[src/rtl/alu_ctrl_pkg.sv]
`default_nettype none
// +-----------------------------------------------------------------------------+
// | alu_ctrl_pkg                                                                |
// | Shared ALU function selects, command opcodes, condition codes, FSM states.  |
// | Rev 1.0                                                                     |
// +-----------------------------------------------------------------------------+
package alu_ctrl_pkg;

  localparam logic [4:0] FS_NONE    = 5'b00000;
  localparam logic [4:0] FS_PASSA16 = 5'b10000;
  localparam logic [4:0] FS_ADD16   = 5'b10100;
  localparam logic [4:0] FS_SUB16   = 5'b10110;
  localparam logic [4:0] FS_LSL16   = 5'b11011;

  typedef enum logic [1:0] {
    OP_SINGLE = 2'b00,
    OP_CMP    = 2'b01,
    OP_MUL8   = 2'b10,
    OP_RSVD   = 2'b11
  } cmd_op_e;

  localparam logic [3:0] COND_EQ = 4'd0;
  localparam logic [3:0] COND_NE = 4'd1;
  localparam logic [3:0] COND_CS = 4'd2;
  localparam logic [3:0] COND_CC = 4'd3;
  localparam logic [3:0] COND_MI = 4'd4;
  localparam logic [3:0] COND_PL = 4'd5;
  localparam logic [3:0] COND_VS = 4'd6;
  localparam logic [3:0] COND_VC = 4'd7;
  localparam logic [3:0] COND_LT = 4'd8;
  localparam logic [3:0] COND_GE = 4'd9;
  localparam logic [3:0] COND_GT = 4'd10;
  localparam logic [3:0] COND_LE = 4'd11;

  typedef enum logic [2:0] {
    ST_IDLE    = 3'd0,
    ST_ISSUE   = 3'd1,
    ST_FLAGS   = 3'd2,
    ST_MUL_ADD = 3'd3,
    ST_MUL_SHL = 3'd4,
    ST_RESP    = 3'd5
  } state_e;

  // Flag vector layout is {Z,C,N,O}
  localparam int FLAG_Z = 3;
  localparam int FLAG_C = 2;
  localparam int FLAG_N = 1;
  localparam int FLAG_O = 0;

endpackage
`default_nettype wire

[src/rtl/alu_cond_eval.sv]
`default_nettype none
// +-----------------------------------------------------------------------------+
// | alu_cond_eval                                                               |
// | Combinational condition-code evaluation against ALU flags {Z,C,N,O}.        |
// | Rev 1.0                                                                     |
// +-----------------------------------------------------------------------------+
module alu_cond_eval
  import alu_ctrl_pkg::*;
(
  input  logic [3:0] i_flags,
  input  logic [3:0] i_cond,
  output logic       o_taken
);

  logic w_z;
  logic w_c;
  logic w_n;
  logic w_o;
  logic w_lt;

  assign w_z  = i_flags[FLAG_Z];
  assign w_c  = i_flags[FLAG_C];
  assign w_n  = i_flags[FLAG_N];
  assign w_o  = i_flags[FLAG_O];
  assign w_lt = w_n ^ w_o;

  always_comb begin
    o_taken = 1'b1;
    case (i_cond)
      COND_EQ: o_taken = w_z;
      COND_NE: o_taken = ~w_z;
      COND_CS: o_taken = w_c;
      COND_CC: o_taken = ~w_c;
      COND_MI: o_taken = w_n;
      COND_PL: o_taken = ~w_n;
      COND_VS: o_taken = w_o;
      COND_VC: o_taken = ~w_o;
      COND_LT: o_taken = w_lt;
      COND_GE: o_taken = ~w_lt;
      COND_GT: o_taken = ~w_z & ~w_lt;
      COND_LE: o_taken = w_z | w_lt;
      default: o_taken = 1'b1;
    endcase
  end

endmodule
`default_nettype wire

[src/rtl/alu_cmd_sequencer.sv]
`default_nettype none
// +-----------------------------------------------------------------------------+
// | alu_cmd_sequencer                                                           |
// | Command master for the ALU: single ops, compare/condition, 8x8 multiply.    |
// | Rev 1.0                                                                     |
// +-----------------------------------------------------------------------------+
module alu_cmd_sequencer
  import alu_ctrl_pkg::*;
#(
  parameter int MUL_STEPS = 8
) (
  input  logic        clk,
  input  logic        rst_n,
  input  logic        i_cmd_valid,
  output logic        o_cmd_ready,
  input  logic [1:0]  i_cmd_op,
  input  logic [4:0]  i_cmd_fun,
  input  logic [3:0]  i_cmd_cond,
  input  logic [15:0] i_cmd_a,
  input  logic [15:0] i_cmd_b,
  output logic        o_rsp_valid,
  input  logic        i_rsp_ready,
  output logic [15:0] o_rsp_result,
  output logic [3:0]  o_rsp_flags,
  output logic        o_rsp_taken,
  output logic        o_rsp_err,
  output logic [15:0] o_alu_a,
  output logic [15:0] o_alu_b,
  output logic [4:0]  o_alu_funsel,
  output logic        o_alu_wf,
  input  logic [15:0] i_alu_out,
  input  logic [3:0]  i_alu_flags
);

  localparam int CNT_W = $clog2(MUL_STEPS + 1);

  state_e         r_state;
  state_e         w_state_nxt;
  cmd_op_e        r_op;
  cmd_op_e        w_cmd_op;
  logic [4:0]     r_fun;
  logic [3:0]     r_cond;
  logic [15:0]    r_a;
  logic [15:0]    r_b;
  logic [15:0]    r_acc;
  logic [15:0]    r_mcand;
  logic [7:0]     r_mplier;
  logic [CNT_W-1:0] r_cnt;
  logic           r_rsp_valid;
  logic [15:0]    r_rsp_result;
  logic [3:0]     r_rsp_flags;
  logic           r_rsp_taken;
  logic           r_rsp_err;

  logic w_accept;
  logic w_mul_last;
  logic w_rsp_done;
  logic w_taken;

  assign w_cmd_op   = cmd_op_e'(i_cmd_op);
  assign w_accept   = (r_state == ST_IDLE) && i_cmd_valid;
  assign w_mul_last = (r_cnt == CNT_W'(MUL_STEPS - 1));
  assign w_rsp_done = r_rsp_valid && i_rsp_ready;

  alu_cond_eval u_cond_eval (
    .i_flags (i_alu_flags),
    .i_cond  (r_cond),
    .o_taken (w_taken)
  );

  always_ff @(posedge clk or negedge rst_n) begin
    if (!rst_n) begin
      r_state <= ST_IDLE;
    end else begin
      r_state <= w_state_nxt;
    end
  end

  // The ALU port is only driven while the sequencer owns it; WF only in ISSUE.
  always_comb begin
    w_state_nxt  = r_state;
    o_cmd_ready  = 1'b0;
    o_alu_a      = 16'h0000;
    o_alu_b      = 16'h0000;
    o_alu_funsel = FS_NONE;
    o_alu_wf     = 1'b0;
    case (r_state)
      ST_IDLE: begin
        o_cmd_ready = 1'b1;
        if (i_cmd_valid) begin
          case (w_cmd_op)
            OP_SINGLE, OP_CMP: w_state_nxt = ST_ISSUE;
            OP_MUL8:           w_state_nxt = ST_MUL_ADD;
            default:           w_state_nxt = ST_RESP;
          endcase
        end
      end
      ST_ISSUE: begin
        o_alu_wf    = 1'b1;
        w_state_nxt = ST_FLAGS;
        case (r_op)
          OP_SINGLE: begin
            o_alu_funsel = r_fun;
            o_alu_a      = r_a;
            o_alu_b      = r_b;
          end
          OP_CMP: begin
            o_alu_funsel = FS_SUB16;
            o_alu_a      = r_a;
            o_alu_b      = r_b;
          end
          default: begin
            o_alu_funsel = FS_PASSA16;
            o_alu_a      = r_acc;
          end
        endcase
      end
      ST_FLAGS: w_state_nxt = ST_RESP;
      ST_MUL_ADD: begin
        o_alu_funsel = FS_ADD16;
        o_alu_a      = r_acc;
        o_alu_b      = r_mcand;
        w_state_nxt  = ST_MUL_SHL;
      end
      ST_MUL_SHL: begin
        o_alu_funsel = FS_LSL16;
        o_alu_a      = r_mcand;
        w_state_nxt  = w_mul_last ? ST_ISSUE : ST_MUL_ADD;
      end
      ST_RESP: begin
        if (w_rsp_done) begin
          w_state_nxt = ST_IDLE;
        end
      end
      default: w_state_nxt = ST_IDLE;
    endcase
  end

  always_ff @(posedge clk or negedge rst_n) begin
    if (!rst_n) begin
      r_op         <= OP_SINGLE;
      r_fun        <= 5'b00000;
      r_cond       <= 4'h0;
      r_a          <= 16'h0000;
      r_b          <= 16'h0000;
      r_acc        <= 16'h0000;
      r_mcand      <= 16'h0000;
      r_mplier     <= 8'h00;
      r_cnt        <= '0;
      r_rsp_valid  <= 1'b0;
      r_rsp_result <= 16'h0000;
      r_rsp_flags  <= 4'h0;
      r_rsp_taken  <= 1'b0;
      r_rsp_err    <= 1'b0;
    end else begin
      if (w_accept) begin
        r_op     <= w_cmd_op;
        r_fun    <= i_cmd_fun;
        r_cond   <= i_cmd_cond;
        r_a      <= i_cmd_a;
        r_b      <= i_cmd_b;
        r_acc    <= 16'h0000;
        r_mcand  <= {8'h00, i_cmd_a[7:0]};
        r_mplier <= i_cmd_b[7:0];
        r_cnt    <= '0;
        if (w_cmd_op == OP_RSVD) begin
          r_rsp_valid <= 1'b1;
          r_rsp_err   <= 1'b1;
        end
      end
      case (r_state)
        ST_ISSUE: r_rsp_result <= i_alu_out;
        // Flags register inside the ALU updates on the ISSUE edge, so sample one cycle later
        ST_FLAGS: begin
          r_rsp_flags <= i_alu_flags;
          r_rsp_taken <= (r_op == OP_CMP) && w_taken;
          r_rsp_valid <= 1'b1;
        end
        ST_MUL_ADD: begin
          if (r_mplier[0]) begin
            r_acc <= i_alu_out;
          end
        end
        ST_MUL_SHL: begin
          r_mcand  <= i_alu_out;
          r_mplier <= {1'b0, r_mplier[7:1]};
          r_cnt    <= r_cnt + CNT_W'(1);
        end
        ST_RESP: begin
          if (w_rsp_done) begin
            r_rsp_valid  <= 1'b0;
            r_rsp_result <= 16'h0000;
            r_rsp_flags  <= 4'h0;
            r_rsp_taken  <= 1'b0;
            r_rsp_err    <= 1'b0;
          end
        end
        default: ;
      endcase
    end
  end

  assign o_rsp_valid  = r_rsp_valid;
  assign o_rsp_result = r_rsp_result;
  assign o_rsp_flags  = r_rsp_flags;
  assign o_rsp_taken  = r_rsp_taken;
  assign o_rsp_err    = r_rsp_err;

endmodule
`default_nettype wire
[config.mk]
export PLATFORM = sky130hd
export DESIGN_NAME = alu_cmd_sequencer
export DESIGN_NICKNAME = d
export VERILOG_FILES = /design/src/rtl/alu_ctrl_pkg.sv /design/src/rtl/alu_cond_eval.sv /design/src/rtl/alu_cmd_sequencer.sv
export SDC_FILE = /design/constraint.sdc
export NUM_CORES = 1
export LEC_CHECK = 0
export ABC_AREA = 1
export CAP_MARGIN = 20
export CORE_ASPECT_RATIO = 0.5
export CORE_MARGIN = 4
export CORE_UTILIZATION = 40
export CTS_CLUSTER_DIAMETER = 150
export CTS_CLUSTER_SIZE = 24
export DETAILED_ROUTE_END_ITERATION = 12
export HOLD_SLACK_MARGIN = 0.03
export PLACE_DENSITY = 0.67
export SYNTH_ARGS = -nofsm -noshare
export SYNTH_HDL_FRONTEND = slang
export SYNTH_SLANG_ARGS = --single-unit
export TNS_END_PERCENT = 100
[constraint.sdc]
create_clock -name clk -period 2.1 [get_ports clk]
set_clock_uncertainty 0.2 [all_clocks]
set_input_delay 0.525 -clock clk [delete_from_list [all_inputs] [get_ports clk]]
set_output_delay 0.525 -clock clk [all_outputs]
set_load 0.05 [all_outputs]
* After elaboration in Yosys (flattened, before gate mapping)
Index checks and enable logic that the tools add are counted.
** Storage, ports and cells
- Output and inout port bits :: 62
- Input port bits :: 67
- Bits in read-only memories :: 0
- Memories kept :: 0
- Memory bits (writable) :: 0
- Latch bits :: 0
- Logic and storage cells :: 99
- Bits in registers :: 113
** Cells by class
- $add $sub $neg :: 1
- Shift-type cells :: 0
- Multipliers :: 0
- Multiplexer cells :: 37
- Divide/modulo/power cells :: 0
- Magnitude comparators :: 0
- Reduce and logical (&&, ||, !) cells :: 15
- Bitwise gates (word level) :: 8
- Eq/ne operators :: 23
** Operators with widths (count)
- $mux 16 :: 8
- $pmux 16 s2 :: 2
- $pmux 16 s3 :: 1
- $eq 4x3->1 const B :: 5
- $pmux 3 s6 :: 1
- $eq 4x4->1 const B :: 4
- $mux 8 :: 2
- $pmux 5 s3 :: 1
- $mux 4 :: 3
- $pmux 1 s12 :: 1
- $mux 1 :: 10
- $pmux 5 s2 :: 1
- $eq 4x2->1 const B :: 2
- $pmux 4 s2 :: 1
- $eq 3x2->1 const B :: 2
- $eq 3x3->1 const B :: 2
- $mux 3 :: 2
- $pmux 3 s2 :: 1
- $reduce_and 2->1 :: 3
- $reduce_bool 2->1 :: 3
- $not 1->1 :: 5
- $add 4x1->4 const B :: 1
- $eq 2x1->1 const B :: 2
- $eq 2x2->1 const B :: 2
- other kinds (13) :: 19

* Longest topological paths before layout
- Depth in word-level cells :: 6
- Depth in mapped cells :: 9
- Depth with buffers taken out :: 9

* Modules after synthesis
A second synthesis with hierarchy kept.
** Second synthesis, totals
- Cells, all modules :: 691
- Area total of the unflattened synthesis :: 5390.2 µm²
** Modules (own cells, without submodules)
- alu_cmd_sequencer :: area each 5210.0 µm², seq. area each 2827.7 µm², cells an instance 646, times used 1
- alu_cond_eval :: area each 180.2 µm², seq. area each 0.0 µm², cells an instance 45, times used 1

* Least setup slack after synthesis
Ideal clock, no wire load.
- Path kind :: register to output
- From :: register r_state[1]
- To :: output port o_alu_funsel[0]
- Path buffers :: 2
- Setup slack :: -0.713 ns
- Arrival :: 2.088 ns
- Stages on the path, launching flop included :: 6
- Required time :: 1.375 ns
- Path through :: dfrtp_1 -> inv_1 -> nand3_2 -> buf_6 -> buf_2 -> o31ai_1
** On the way
- Longest elaborated chain between the ends :: 2
- Elaborated cells on any way between the ends :: 4
- Classes of those cells :: 3 x eq/ne; 1 x mux
** RTL lines
- from (decl) :: RTL line alu_cmd_sequencer.sv:37 : state_e r_state;
- from (signal assigned) :: RTL line alu_cmd_sequencer.sv:75 : r_state <= w_state_nxt;
- $eq 3x3->1 (tied with other cells) :: RTL line alu_cmd_sequencer.sv:87 : case (r_state)
- $pmux 5 s3 * :: RTL line alu_cmd_sequencer.sv:87
- to (decl) :: RTL line alu_cmd_sequencer.sv:29 : output logic [4:0] o_alu_funsel,
Mark *: on every way between the ends. The rest lies on a longest branch, timed or not.

* Final worst setup path
- From :: register r_state[2]
- To :: output port o_alu_a[8]
** On the way
- Longest elaborated chain between the ends :: 2
- Elaborated cells on any way between the ends :: 4
- Classes of those cells :: 3 x eq/ne; 1 x mux
** RTL lines
- $eq 3x3->1 (tied with other cells) :: RTL line alu_cmd_sequencer.sv:87
- $pmux 16 s3 * :: RTL line alu_cmd_sequencer.sv:87
- to (decl) :: RTL line alu_cmd_sequencer.sv:27 : output logic [15:0] o_alu_a,
Marks and branches as above.

==> metrics.txt <==
IO Port Bufs 128; R2R Setup Slk around 0.21 ns; chip width 168 um; Met1 Wirelength 7190 um; Antenna Nets Post-Route 0; Synth Cell Area roughly 5100 um^2; top-area cell type share of the netlist area 0.550; worst hold slack around 0.26 ns; Pre-antenna DRT Iters 5; Hold Crit Class primary input to async pin; final net count approximately 860; Avg Vias per Cell 5.17; FILL cells between 800 and 900; average size of a mapped cell about 8.4 um^2; Placement Cell Area about 7500 um^2; Worst Max-Slew Pin Slew 0.430 ns; site row count 28; crit path time final about 2.6 ns; CTS buffer count 17; grt ovf 0; setup slack after layout -0.538 ns; Diodes inserted 0; All-Layer GR Usage 0.227; CTS tree done; Layout Utilization 0.707; Top Ports 129; initial antenna violation count 0; vias in the first global route between 5000 and 6000; worst-path fanout max 10; final setup fails 39; worst IR drop on VDD 0.867 mV; clk sink count between 100 and 150; worst-case reg-to-reg path depth 9; CTS clk-pin slew, worst paths 0.06 ns; Starting Density 0.421; core area 12200 um^2; vias between 4000 and 5000; Post-synth EDFFs 0; DR WL/cell 16.9 um; pin count of the biggest net entering global routing 78; multi-input logic area 2410 um^2; Setup Total Neg Slack -15.52 ns; Max Cap Viol 0; top routing layer in use met4; RSZ-0062 raised after global routing true; Post-Synthesis Cells between 600 and 700; CTS root buffer clkbuf_16; DRC marker count from the first detailed-route iteration a little over 300; gpl congestion roughly 0.84; post-synth top area cell dfrtp_1; Slew headroom 0.713; P&R area growth vs syn 67.7%; H-tree levels 4; top cells by count, synth 187 x nand2_1, 113 x dfrtp_1, 69 x inv_1; DIE AREA between 10000 and 15000 um^2; fin cells roughly 970; f_max 379 MHz; Yosys warnings 0; WS Path Type register to output pin; Post-DP HPWL about 11000 um; worst reg2reg endpoint r_state[1]$_DFFE_PN0P_; Worst setup EP type output pin; FF/Latch Area between 2000 and 3000 um^2; Synth Net Count 678; Leakage 4.09 nW; Netlist cell types 28; WL met3 about 1000 um; worst-skew pair later-pin latency 0.41 ns; top_reg_cell synth dfrtp_1; DRC viols 0; number of synthesized register bits around 110; failing checks setup timing; crit path DAT approximately 1.9 ns; status finished, violations left; met2 routed WL about 8000 um; Post-synth ARST share 1.00; global-route wire length before repair around 26000 um; design area approximately 8600 um^2; Routed WL approximately 16000 um; most numerous cell in the Yosys netlist nand2_1; Worst R2R Start r_state[1]$_DFFE_PN0P_; layout cells sized above 1 0.289; synth top area cells dfrtp_1 55%, nand2_1 14%, o21ai_0 6.4%, nand3_1 5.2%, inv_1 5.0%; Pwr Density between 1500 and 2000 nW/um^2; CP startpoint kind register; Placed Cells incl. Taps approximately 900; Final period util 1.26; sequential area share after synthesis 0.550; worst path required time ~1.4 ns; endpoints failing hold 0; fin. max-slew vios 0; CTS Buffer Depth 2; Critical Path Source r_state[2]$_DFFE_PN0P_; crit path capture o_alu_a[8]; Die Ht approximately 90 um
==> layout by cell type (no fill, tap or decap), drive strengths merged, types with 2 or more instances in the layout <==
master / n
nand2: 188
inv: 71
o211ai: 12
clkdlybuf4s50: 65
clkinvlp: 4
buf: 120
nand3: 55
clkbuf: 25
o22ai: 15
o221ai: 4
dfrtp: 113
a31oi: 2
o21ai: 86
bufinv: 3
nor2: 15
clkinv: 5
o2111ai: 8
o31ai: 2
==> registers in the layout, summed over array words and instances (netlist names), 2 cells and up <==
signal,cells
o_rsp_flags,4
o_rsp_result,16
r_a,16
r_acc,16
r_b,16
r_cnt,4
r_cond,4
r_fun,5
r_mcand,16
r_mplier,8
r_op,2
r_state,3
==> worst max-delay path, stage by stage (launching register included) <==
cell and delay, ns:
dfrtp_1 0.39, inv_2 0.09, buf_4 0.15, nand3_4 0.10
inv_2 0.10, buf_6 0.15, o21ai_1 0.08, o211ai_1 0.18
clkbuf_16 0.24
==> per-stage QoR <==
stage	setup WS, ns	total power, mW
floorplan	-0.310	8.33
global placement	-0.0880	11.5
detailed placement	-0.0937	11.6
CTS	-0.513	15.1
global route	-0.622	16.3
finish	-0.538	15.4
==> routing by layer <==
layer / vias up / GRT usage
li1: 2365 / -
met1: 2440 / 0.306
met2: 162 / 0.375
met3: 22 / 0.0568
met4: 0 / 0.0567
met5: - / 0
==> power breakdown <==
| group | switching [mW] | internal, mW |
|---|---|---|
| clock | 1.02 | 1.88 |
| combinational | 5.06 | 3.54 |
| sequential | 0.703 | 3.22 |
| total | 6.78 | 8.63 |
==> area by class of cell <==
type,count,share of cell area
Clock buffer,21,0.0523
Inverter,72,0.0327
Tap cell,165,0.0240
Multi-Input combinational cell,393,0.280
Clock inverter,11,0.0160
Timing Repair Buffer,190,0.267
Sequential cell,113,0.328
==> logic make-up after synthesis <==
logic type	after synthesis	share of synthesized area
AOI/OAI and AO/OA	132	0.150
buffers and inverters	104	0.0867
DFF	113	0.550
xor gates and xnor gates	1	0.00170
and+or+nand+nor	259	0.208
adders and majority gates	1	0.00243
==> worst min-delay path by stage <==
stage,slack [ns],to,startpoint
4_1_cts,0.26,r_b[9]$_DFFE_PN0P_,rst_n
3_5_place_dp,0.15,r_b[9]$_DFFE_PN0P_,rst_n
2_1_floorplan,0.03,o_rsp_err$_DFF_PN0_,rst_n
3_3_place_gp,0.15,r_b[11]$_DFFE_PN0P_,rst_n
5_1_grt,0.27,r_b[9]$_DFFE_PN0P_,rst_n
6_report,0.26,r_b[9]$_DFFE_PN0P_,rst_n
==> timing repair <==
action                                  in CTS  in global routing
hold buffers                                 1                  0
endpoints found under the setup margin      42                 67
endpoints found under the hold margin        6                  0
pin swaps                                    7                 11
setup buffers                                5                 11
resized for setup                           60                 50
gates cloned                                 1                  0
Power figures use the tool's default switching activity.
